File: config.mk
export PLATFORM = sky130hd
export DESIGN_NAME = core_sequencer_flat
export DESIGN_NICKNAME = d
export VERILOG_FILES = /design/src/rtl/core_sequencer_if.sv /design/src/rtl/core_sequencer.sv /design/src/flat_wrapper.sv
export SDC_FILE = /design/constraint.sdc
export NUM_CORES = 1
export LEC_CHECK = 0
export CORE_MARGIN = 4
export CORE_UTILIZATION = 55
export CTS_CLUSTER_DIAMETER = 50
export DETAILED_ROUTE_END_ITERATION = 10
export PLACE_DENSITY_LB_ADDON = 0.15
export SYNTH_ARGS = -nofsm -noshare
export SYNTH_HDL_FRONTEND = slang
export SYNTH_SLANG_ARGS = --single-unit
File: constraint.sdc
create_clock -name CLK -period 3.8 [get_ports CLK]
set_input_delay 0.57 -clock CLK [delete_from_list [all_inputs] [get_ports CLK]]
set_output_delay 0.57 -clock CLK [all_outputs]
set_load 0.005 [all_outputs]
File: src/rtl/core_sequencer_if.sv
// Sequencer-side bundle: instruction fetch handshake, datapath start/done handshake and status.
// master = core_sequencer, slave = memory/datapath side.
interface core_sequencer_if #(
    parameter int WIDTH        = 12,
    parameter int BSTACK_DEPTH = 8
);
    localparam int CW = $clog2(BSTACK_DEPTH + 1);

    logic             stall;
    logic             imem_req;
    logic [WIDTH-1:0] imem_addr;
    logic             imem_ack;
    logic [WIDTH-1:0] imem_rdata;
    logic [WIDTH-1:0] instr;
    logic             instr_valid;
    logic             exec_start;
    logic             exec_done;
    logic [2:0]       pc_op;
    logic             cond;
    logic [WIDTH-1:0] target;
    logic [WIDTH-1:0] pc;
    logic [2:0]       state;
    logic             halted;
    logic [CW-1:0]    bs_count;
    logic             bs_overflow;
    logic             bs_underflow;

    modport master (
        input  stall, imem_ack, imem_rdata, exec_done, pc_op, cond, target,
        output imem_req, imem_addr, instr, instr_valid, exec_start,
               pc, state, halted, bs_count, bs_overflow, bs_underflow
    );

    modport slave (
        output stall, imem_ack, imem_rdata, exec_done, pc_op, cond, target,
        input  imem_req, imem_addr, instr, instr_valid, exec_start,
               pc, state, halted, bs_count, bs_overflow, bs_underflow
    );
endinterface

File: src/rtl/core_sequencer.sv
// Multicycle CPU control unit: PC, instruction register, FETCH..INCR_PC FSM and hardware branch stack.
// Minimum 5 cycles/instruction; BSTACK_AUTOPOP_EN makes a not-taken BRANCH_IF pop the branch stack.
module core_sequencer #(
    parameter int               WIDTH        = 12,
    parameter int               BSTACK_DEPTH = 8,
    parameter logic [WIDTH-1:0] RESET_PC     = '0
) (
    input  logic             CLK,
    input  logic             RESET,
    core_sequencer_if.master bus
);
    localparam int CW = $clog2(BSTACK_DEPTH + 1);
    localparam int PW = (BSTACK_DEPTH > 1) ? $clog2(BSTACK_DEPTH) : 1;

    localparam logic [2:0] OP_DIRECT    = 3'd1;
    localparam logic [2:0] OP_BRANCH_IF = 3'd2;
    localparam logic [2:0] OP_PUSH      = 3'd3;
    localparam logic [2:0] OP_POP       = 3'd4;
    localparam logic [2:0] OP_HALT      = 3'd5;

    typedef enum logic [2:0] {
        S_FETCH  = 3'd0,
        S_DECODE = 3'd1,
        S_EXEC   = 3'd2,
        S_WB     = 3'd3,
        S_INCR   = 3'd4,
        S_HALT   = 3'd5
    } state_t;

    state_t           st;
    logic [WIDTH-1:0] pc_r;
    logic [WIDTH-1:0] next_pc;
    logic [WIDTH-1:0] instr_r;
    logic             req_hold;
    logic             instr_valid_r;
    logic             exec_start_r;
    logic             halted_r;
    logic             ovf_r;
    logic             unf_r;
    logic [CW-1:0]    cnt;
    logic [WIDTH-1:0] bstack [BSTACK_DEPTH];

    logic             fetch_req;
    logic             empty;
    logic             full;
    logic [PW-1:0]    top_idx;
    logic [PW-1:0]    push_idx;
    logic [WIDTH-1:0] pc_inc;
    logic             push_en;

    // Once raised the request is held until ack, regardless of stall.
    assign fetch_req = (st == S_FETCH) && (req_hold || !bus.stall) && !RESET;

    assign empty    = (cnt == '0);
    assign full     = (cnt == CW'(BSTACK_DEPTH));
    assign top_idx  = PW'(cnt - CW'(1));
    assign push_idx = PW'(cnt);
    assign pc_inc   = pc_r + WIDTH'(1);
    assign push_en  = (st == S_WB) && bus.exec_done && (bus.pc_op == OP_PUSH) && !full;

    always_ff @(posedge CLK or posedge RESET) begin
        if (RESET) begin
            st            <= S_FETCH;
            pc_r          <= RESET_PC;
            next_pc       <= RESET_PC;
            instr_r       <= '0;
            req_hold      <= 1'b0;
            instr_valid_r <= 1'b0;
            exec_start_r  <= 1'b0;
            halted_r      <= 1'b0;
            ovf_r         <= 1'b0;
            unf_r         <= 1'b0;
            cnt           <= '0;
        end else begin
            instr_valid_r <= 1'b0;
            exec_start_r  <= 1'b0;
            case (st)
                S_FETCH: begin
                    if (fetch_req) begin
                        if (bus.imem_ack) begin
                            instr_r       <= bus.imem_rdata;
                            req_hold      <= 1'b0;
                            instr_valid_r <= 1'b1;
                            st            <= S_DECODE;
                        end else begin
                            req_hold <= 1'b1;
                        end
                    end
                end
                S_DECODE: begin
                    exec_start_r <= 1'b1;
                    st           <= S_EXEC;
                end
                S_EXEC: st <= S_WB;
                S_WB: begin
                    if (bus.exec_done) begin
                        next_pc <= pc_inc;
                        st      <= S_INCR;
                        case (bus.pc_op)
                            OP_DIRECT: next_pc <= bus.target;
                            OP_BRANCH_IF: begin
                                if (empty) begin
                                    unf_r <= 1'b1;
                                end else if (bus.cond) begin
                                    next_pc <= bstack[top_idx];
                                end else begin
`ifdef BSTACK_AUTOPOP_EN
                                    cnt <= cnt - CW'(1);
`endif
                                end
                            end
                            OP_PUSH: begin
                                if (full) ovf_r <= 1'b1;
                                else      cnt   <= cnt + CW'(1);
                            end
                            OP_POP: begin
                                if (empty) unf_r <= 1'b1;
                                else       cnt   <= cnt - CW'(1);
                            end
                            OP_HALT: begin
                                halted_r <= 1'b1;
                                st       <= S_HALT;
                            end
                            default: ;
                        endcase
                    end
                end
                S_INCR: begin
                    pc_r <= next_pc;
                    st   <= S_FETCH;
                end
                S_HALT: ;
                default: st <= S_FETCH;
            endcase
        end
    end

    // Entries are never cleared; only the occupancy count moves on pop.
    always_ff @(posedge CLK) begin
        if (push_en) bstack[push_idx] <= bus.target;
    end

    assign bus.imem_req     = fetch_req;
    assign bus.imem_addr    = pc_r;
    assign bus.instr        = instr_r;
    assign bus.instr_valid  = instr_valid_r;
    assign bus.exec_start   = exec_start_r;
    assign bus.pc           = pc_r;
    assign bus.state        = st;
    assign bus.halted       = halted_r;
    assign bus.bs_count     = cnt;
    assign bus.bs_overflow  = ovf_r;
    assign bus.bs_underflow = unf_r;
endmodule

File: src/flat_wrapper.sv
// flat-port wrapper written by rule: the top's interface ports become plain ports
module core_sequencer_flat 
#(
    parameter int               WIDTH        = 12,
    parameter int               BSTACK_DEPTH = 8,
    parameter logic [WIDTH-1:0] RESET_PC     = '0
)
  (CLK, RESET, bus_stall, bus_imem_ack, bus_imem_rdata, bus_exec_done, bus_pc_op, bus_cond, bus_target, bus_imem_req, bus_imem_addr, bus_instr, bus_instr_valid, bus_exec_start, bus_pc, bus_state, bus_halted, bus_bs_count, bus_bs_overflow, bus_bs_underflow);
  core_sequencer_if #(.WIDTH(WIDTH), .BSTACK_DEPTH(BSTACK_DEPTH)) bus_i ();
  input  logic CLK;
  input  logic RESET;
  input wire logic [$bits(bus_i.stall)-1:0] bus_stall;
  input wire logic [$bits(bus_i.imem_ack)-1:0] bus_imem_ack;
  input wire logic [$bits(bus_i.imem_rdata)-1:0] bus_imem_rdata;
  input wire logic [$bits(bus_i.exec_done)-1:0] bus_exec_done;
  input wire logic [$bits(bus_i.pc_op)-1:0] bus_pc_op;
  input wire logic [$bits(bus_i.cond)-1:0] bus_cond;
  input wire logic [$bits(bus_i.target)-1:0] bus_target;
  output wire logic [$bits(bus_i.imem_req)-1:0] bus_imem_req;
  output wire logic [$bits(bus_i.imem_addr)-1:0] bus_imem_addr;
  output wire logic [$bits(bus_i.instr)-1:0] bus_instr;
  output wire logic [$bits(bus_i.instr_valid)-1:0] bus_instr_valid;
  output wire logic [$bits(bus_i.exec_start)-1:0] bus_exec_start;
  output wire logic [$bits(bus_i.pc)-1:0] bus_pc;
  output wire logic [$bits(bus_i.state)-1:0] bus_state;
  output wire logic [$bits(bus_i.halted)-1:0] bus_halted;
  output wire logic [$bits(bus_i.bs_count)-1:0] bus_bs_count;
  output wire logic [$bits(bus_i.bs_overflow)-1:0] bus_bs_overflow;
  output wire logic [$bits(bus_i.bs_underflow)-1:0] bus_bs_underflow;
  assign bus_i.stall = bus_stall;
  assign bus_i.imem_ack = bus_imem_ack;
  assign bus_i.imem_rdata = bus_imem_rdata;
  assign bus_i.exec_done = bus_exec_done;
  assign bus_i.pc_op = bus_pc_op;
  assign bus_i.cond = bus_cond;
  assign bus_i.target = bus_target;
  assign bus_imem_req = bus_i.imem_req;
  assign bus_imem_addr = bus_i.imem_addr;
  assign bus_instr = bus_i.instr;
  assign bus_instr_valid = bus_i.instr_valid;
  assign bus_exec_start = bus_i.exec_start;
  assign bus_pc = bus_i.pc;
  assign bus_state = bus_i.state;
  assign bus_halted = bus_i.halted;
  assign bus_bs_count = bus_i.bs_count;
  assign bus_bs_overflow = bus_i.bs_overflow;
  assign bus_bs_underflow = bus_i.bs_underflow;
  core_sequencer #(.WIDTH(WIDTH), .BSTACK_DEPTH(BSTACK_DEPTH), .RESET_PC(RESET_PC)) u_core (.CLK(CLK), .RESET(RESET), .bus(bus_i));
endmodule
==> results.json <==
{
  "fill_cells": 746,
  "crit_fanout": 11,
  "swShare_pct": 30.6,
  "regToRegEndpoint": "u_core.next_pc[9]$_DFFE_PP0P_",
  "clk_path_buf_depth": 2,
  "grt_pass1_vias": 3768,
  "grt_max_degree": 50,
  "timing.hold.ws_ns": 0.468,
  "ys_types": 48,
  "cp.required_ns": 3.23,
  "status": "finished, final reports clean",
  "cts.sinks": 145,
  "viasPerCell": 5.94,
  "ios": 82,
  "postCtsSetupBuffers": 0,
  "r2r.worst_path.cells": 6,
  "tightest_slew_ns": 0.978,
  "die_h_um": 114,
  "setup_viol": 0,
  "clockPowerShare_pct": 28.4,
  "num_rows": 38,
  "grt_overflow": 0,
  "antenna_left": 0,
  "crit_slowest_cell": "or4_4",
  "p_total_w": 0.00595,
  "ys.flop_type": "edfxtp_1",
  "start_util_pct": 56.8,
  "fin_nets": 521,
  "yosysTopAreaCellShare_pct": 46.2,
  "intPower_w": 0.00413,
  "cts_resized": 0,
  "die_w_um": 114,
  "min_path_cells": 1,
  "area_delta_synth_final_pct": 24.3,
  "antenna_cells": 0,
  "slew_violations": 0,
  "syn_inst": 401,
  "place.gp.congestion": 0.836,
  "ff2ff_setup_slack_ns": 1.27,
  "dieArea_um2": 13100,
  "vias": 3792,
  "ir_drop_mv": 0.517,
  "hold_path.class": "flop to flop",
  "drt-total-wl_mm": 12.9,
  "netlist_area_um2": 6240,
  "first_pass_iters": 5,
  "fin_crit_sh_pct": 72.1,
  "setup_tns_ns": 0,
  "root_buffer": "clkbuf_16",
  "layout-drive-gt1-share_pct": 21.5,
  "synth_area_leaders": "edfxtp_1, dfrtp_1, mux4_2, mux2_2, mux2_4",
  "cp_data_arrival_time_ns": 2.17,
  "slew_headroom_pct": 34.7,
  "syn_area_per_cell_um2": 15.6,
  "synth_top_area_cell": "edfxtp_1",
  "cts_hold_buf": 0,
  "preCtsSetupSlack_ns": 1.09,
  "async_reset_ff_share_pct": 33.8,
  "powerDensity_nw_per_um2": 768,
  "slowest_delay_ns": 0.58,
  "instances_no_fill": 638,
  "critPathLaunchType": "flop",
  "skew_ns": 0.00634,
  "worst_slack_ns": 1.06,
  "max_freq_mhz": 365,
  "cts_tree": "yes",
  "hold_end": "u_core.bus.bs_underflow$_DFFE_PP0P_",
  "p_leak_nw": 2.83,
  "drtIter0Drc": 350,
  "hold_viol": 0,
  "wire_per_inst_um": 20.2,
  "p_sw_w": 0.00182,
  "end_kind": "output pin",
  "reg2reg_from": "u_core.bus.bs_count[1]$_DFFE_PP0P_",
  "antenna_found_initial": 0,
  "htree_levels": 4,
  "min_from": "u_core.bus.bs_underflow$_DFFE_PP0P_",
  "core_area_um2": 11000,
  "rsz0062_at_grt": "false",
  "numCtsBuffers": 17,
  "place_inst": 606,
  "grt_pass1_wl_mm": 20.5,
  "yosys_warnings": 0,
  "combPwrFrac_pct": 34.6,
  "seq_area_frac_synth_pct": 65.9,
  "period_needed_ns": 2.74,
  "portBuffers": 81,
  "dp_hpwl_mm": 8.44,
  "crit_type": "flop to output pin",
  "ys_ff_latch": 145,
  "synth-edff-count": 96,
  "clk_pin_slew_ns": 0.06,
  "drc": 0,
  "cap_violations": 0,
  "grt_use_total_pct": 21.2,
  "clkLatencyLatePin_ns": 0.42,
  "crit_chain": "or4_4, a21oi_1, clkdlybuf4s50_1",
  "pwr-share-seq_pct": 37.0,
  "synth_nets": 437
}
-- registers in the layout (all words and copies together), names as in the netlist --
register and flops:
u_core.bus.halted 1, u_core.bus.bs_overflow 1, u_core.bus.imem_addr 12, u_core.req_hold 1
u_core.bus.instr_valid 1, u_core.bus.exec_start 1, u_core.next_pc 12, u_core.bus.state 3
u_core.bus.bs_underflow 1, u_core.bus.bs_count 4, u_core.bstack 96, u_core.bus.instr 12
-- cell usage in the layout, fill, tap and decap left out, types with 9 or more instances in the layout --
master,Yosys,routed
nor2_1,23,23
inv_1,10,9
a21oi_1,14,14
mux2_2,21,21
mux4_2,24,24
edfxtp_1,96,96
clkbuf_16,0,17
clkdlybuf4s50_1,0,81
dfrtp_1,49,49
nand2_1,16,16
nand3_1,13,13
o21ai_0,12,12
mux2_4,9,9
buf_4,13,15
-- layer usage --
layer | up-vias | track usage, % | part of all wire, %
met5 | - | 0 | 0
met4 | 0 | 8.55 | 2.3
met3 | 26 | 6.03 | 7.4
met2 | 168 | 32.8 | 47
met1 | 1880 | 28.7 | 43
li1 | 1718 | - | -
-- layout make-up --
cell class              count  area [um2]  area share [%]
clock buffers              17         425            5.49
multi-input cells         215        1900            24.5
flip-flops and latches    145        4110            53.0
well taps                 140         175            2.26
clock inverters            15         181            2.34
repair buffers             96         923            11.9
inverters                  10        37.5           0.484
-- worst max-delay path, delay by kind of cell (launching register included) --
kind | cells | cell delay [ns]
compound gates | 1 | 0.17
buf+inv | 1 | 0.53
flops | 1 | 0.48
simple gates | 1 | 0.58
-- synth_stat cells, types with 2 or more instances --
cell / count
edfxtp_1: 96
dfrtp_1: 49
mux4_2: 24
nor2_1: 23
mux2_2: 21
nand2_1: 16
a21oi_1: 14
buf_4: 13
nand3_1: 13
o21ai_0: 12
inv_1: 10
clkbuf_1: 9
mux2_4: 9
nor3_1: 8
buf_2: 6
xnor2_1: 6
a31oi_1: 5
mux2i_1: 5
nor3b_1: 5
nor4_1: 5
o31a_1: 5
a221oi_1: 4
a41oi_1: 3
and2_1: 3
ha_1: 3
nand3b_1: 3
o21a_1: 3
o22ai_1: 3
buf_6: 2
nand2b_1: 2
nand4_1: 2
o221ai_1: 2
xor2_1: 2
-- power by group through the flow --
stage / sequential, W / clock (W) / combinational (W)
global placement: 0.00221 / 0 / 0.00203
detailed placement: 0.00223 / 0 / 0.00206
global route: 0.00225 / 0.00180 / 0.00223
CTS: 0.00220 / 0.00172 / 0.00208
floorplan: 0.00218 / 0 / 0.00135
finish: 0.00220 / 0.00169 / 0.00206
-- stage by stage --
stage	area (um2)	utilization [%]
floorplan	6240	-
global placement	7150	65.1
detailed placement	7150	65.1
CTS	7750	70.6
global route	7750	70.6
finish	7750	70.6
-- cell families after synthesis --
| group | count (synthesis) | synth area share [%] |
|---|---|---|
| mux | 59 | 15.4 |
| flops | 145 | 65.9 |
| simple gates | 87 | 7.10 |
| compound gates | 58 | 6.26 |
| xor+xnor | 8 | 1.12 |
| buf+inv | 41 | 3.61 |
| fa+ha+maj | 3 | 0.602 |
-- worst max path at each step --
stage	from	end	slack [ns]	cells after the start
after floorplan	u_core.bus.bs_count[0]$_DFFE_PP0P_	u_core.bstack[1][0]$_DFFE_PP_	0.72	9
after global placement	RESET	bus_imem_req	1.11	4
after detailed placement	RESET	bus_imem_req	1.09	4
after CTS	u_core.bus.state[2]$_DFFE_PP0P_	bus_imem_req	1.04	3
after global routing	u_core.bus.state[2]$_DFFE_PP0P_	bus_imem_req	0.92	3
final	u_core.bus.state[2]$_DFFE_PP0P_	bus_imem_req	1.06	3
Power figures use the tool's default switching activity.
==> edit, RTL diff (same settings) <==
`WIDTH` is set to 12 in 3 places; all go to 10.
--- a/src/rtl/core_sequencer_if.sv
+++ b/src/rtl/core_sequencer_if.sv
@@ -1,7 +1,7 @@
 // Sequencer-side bundle: instruction fetch handshake, datapath start/done handshake and status.
 // master = core_sequencer, slave = memory/datapath side.
 interface core_sequencer_if #(
-    parameter int WIDTH        = 12,
+    parameter int WIDTH        = 10,
     parameter int BSTACK_DEPTH = 8
 );
     localparam int CW = $clog2(BSTACK_DEPTH + 1);
--- a/src/rtl/core_sequencer.sv
+++ b/src/rtl/core_sequencer.sv
@@ -1,7 +1,7 @@
 // Multicycle CPU control unit: PC, instruction register, FETCH..INCR_PC FSM and hardware branch stack.
 // Minimum 5 cycles/instruction; BSTACK_AUTOPOP_EN makes a not-taken BRANCH_IF pop the branch stack.
 module core_sequencer #(
-    parameter int               WIDTH        = 12,
+    parameter int               WIDTH        = 10,
     parameter int               BSTACK_DEPTH = 8,
     parameter logic [WIDTH-1:0] RESET_PC     = '0
 ) (
--- a/src/flat_wrapper.sv
+++ b/src/flat_wrapper.sv
@@ -1,7 +1,7 @@
 // flat-port wrapper written by rule: the top's interface ports become plain ports
 module core_sequencer_flat 
 #(
-    parameter int               WIDTH        = 12,
+    parameter int               WIDTH        = 10,
     parameter int               BSTACK_DEPTH = 8,
     parameter logic [WIDTH-1:0] RESET_PC     = '0
 )
Interface: changed (5 resized); port bits go from 82 to 72. The function was not compared with the original's and may differ.
==> edit against the original RTL <==
Clock skew is essentially flat; total power fell by 15%; first-iteration DRC count shrank 41%; cell area down 14%; wire length is 13% lower; synthesized area fell by 14%; final cell count fell by 5.6%; critical path depth unchanged; via count decreased by 11%; sequential cell count shrank 22; setup slack got worse by 100 ps; largest cell class unchanged; highest routed layer unchanged.
==> edit: results (changes against the original RTL) <==
status: "finished, final reports clean"
pre_cts_slack_ps: 1050  # -43.5 ps
cp_data_arrival_time_ps: 2270  # +100 ps
relSlewSlack_pct: 40.0  # +5.3 points
dpl.hpwl_um: 7520  # -11%
r2r-end: "u_core.next_pc[0]"
wl_um: 11200  # -13%
firstDrtPassIters: 4  # -1
placed_area_sq_mm: 0.00616  # -14%
reg2regPathDepth: 7  # +1
r2r-start: "u_core.bus.bs_count[0]"
fin_nets: 493  # -5.4%
top_layer: "met4"
finalPower_mw: 5.07  # -15%
cts_root_buf: "clkbuf_8"
syn_inst: 385  # -4.0%
grt_pass1_wl_um: 18100  # -12%
wl_met3_um: 892  # -6.1%
routedWlPerCell_um: 18.6  # -7.9%
p_int_mw: 3.46  # -16%
grtUsageMet1_pct: 26.8  # -1.9 points
muxShareOfSynthArea_pct: 10.6  # -4.8 points
synth_area_leaders: "edfxtp_1, dfrtp_1, mux4_2"
use_met3_pct: 5.36  # -0.67 points
layout-drive-gt1-share_pct: 16.3  # -5.2 points
ir_drop_uv: 352  # -32%
worstPathMaxFanout: 10  # -1
drt_iter0_markers: 206  # -41%
grt_use_total_pct: 21.2  # -0.061 points
synth_common_cells: "edfxtp_1, nand2_1, dfrtp_1, nor2_1, nand3_1"
synth_compound_area_share_pct: 5.52  # -0.74 points
finClkSkew_ps: 6.24  # -0.0939 ps
portBuffers: 71  # -12%
pwr-share-seq_pct: 37.4  # +0.4 points
wl_met2_um: 5670  # -6.6%
cts_buffers: 17  # unchanged
synth_fa_ha_area_share_pct: 0.701  # +0.099 points
ys_seq_area_share_pct: 65.0  # -0.91 points
holdWs_ps: 476  # +8.43 ps
synth_edf_count: 80  # -17%
synth-xor-area-share_pct: 2.64  # +1.5 points
grt_max_degree: 44  # -12%
synth_cell_types: 52  # +8.3%
use_met2_pct: 35.8  # +3.0 points
pg_clk_mw: 1.44  # -15%
largest_reg_flops: 80  # -17%
slowest_stage: "or4_1"
hp-start: "u_core.bus.bs_overflow"
p_leak_nw: 2.51  # -11%
gp_congestion: 0.854  # +2.1%
wl_met1_um: 4460  # -20%
clock_latency_ps: 510  # +90 ps
dp.cells: 571  # -5.8%
synthArstFlopShare_pct: 35.0  # +1.2 points
vias: 3364  # -11%
synth_nets: 417  # -4.6%
holdPathEnd: "u_core.bus.bs_overflow"
edit: worst max path at each step:
stage | slack, ps | from | end | cells past startpoint
3_3_place_gp | 1060 | bus_pc_op[1] | u_core.bstack[4][8] | 6
3_5_place_dp | 1050 | bus_pc_op[1] | u_core.bstack[4][8] | 6
4_1_cts | 920 | u_core.bus.state[2] | bus_imem_req | 3
6_report | 960 | u_core.bus.state[2] | bus_imem_req | 3
5_1_grt | 840 | u_core.bus.state[2] | bus_imem_req | 3
2_1_floorplan | 660 | u_core.bus.bs_count[0] | u_core.bstack[1][0] | 8
edit: cell type report:
cell class	count	area [sq um]
timing repair buffer	84	808
clock buffer	17	414
tap	129	161
sequential	123	3480
inverter	9	33.8
clock inverter	14	126
fill	676	2670
multi-input combinational	226	1680
edit: worst max-delay path, delay by kind of cell (launching register included):
family	cells	cell delay (ps)
AND/OR/NAND/NOR	1	570
flip-flops	1	470
buffers and inverters	1	530
AO/OA/AOI/OAI	1	180
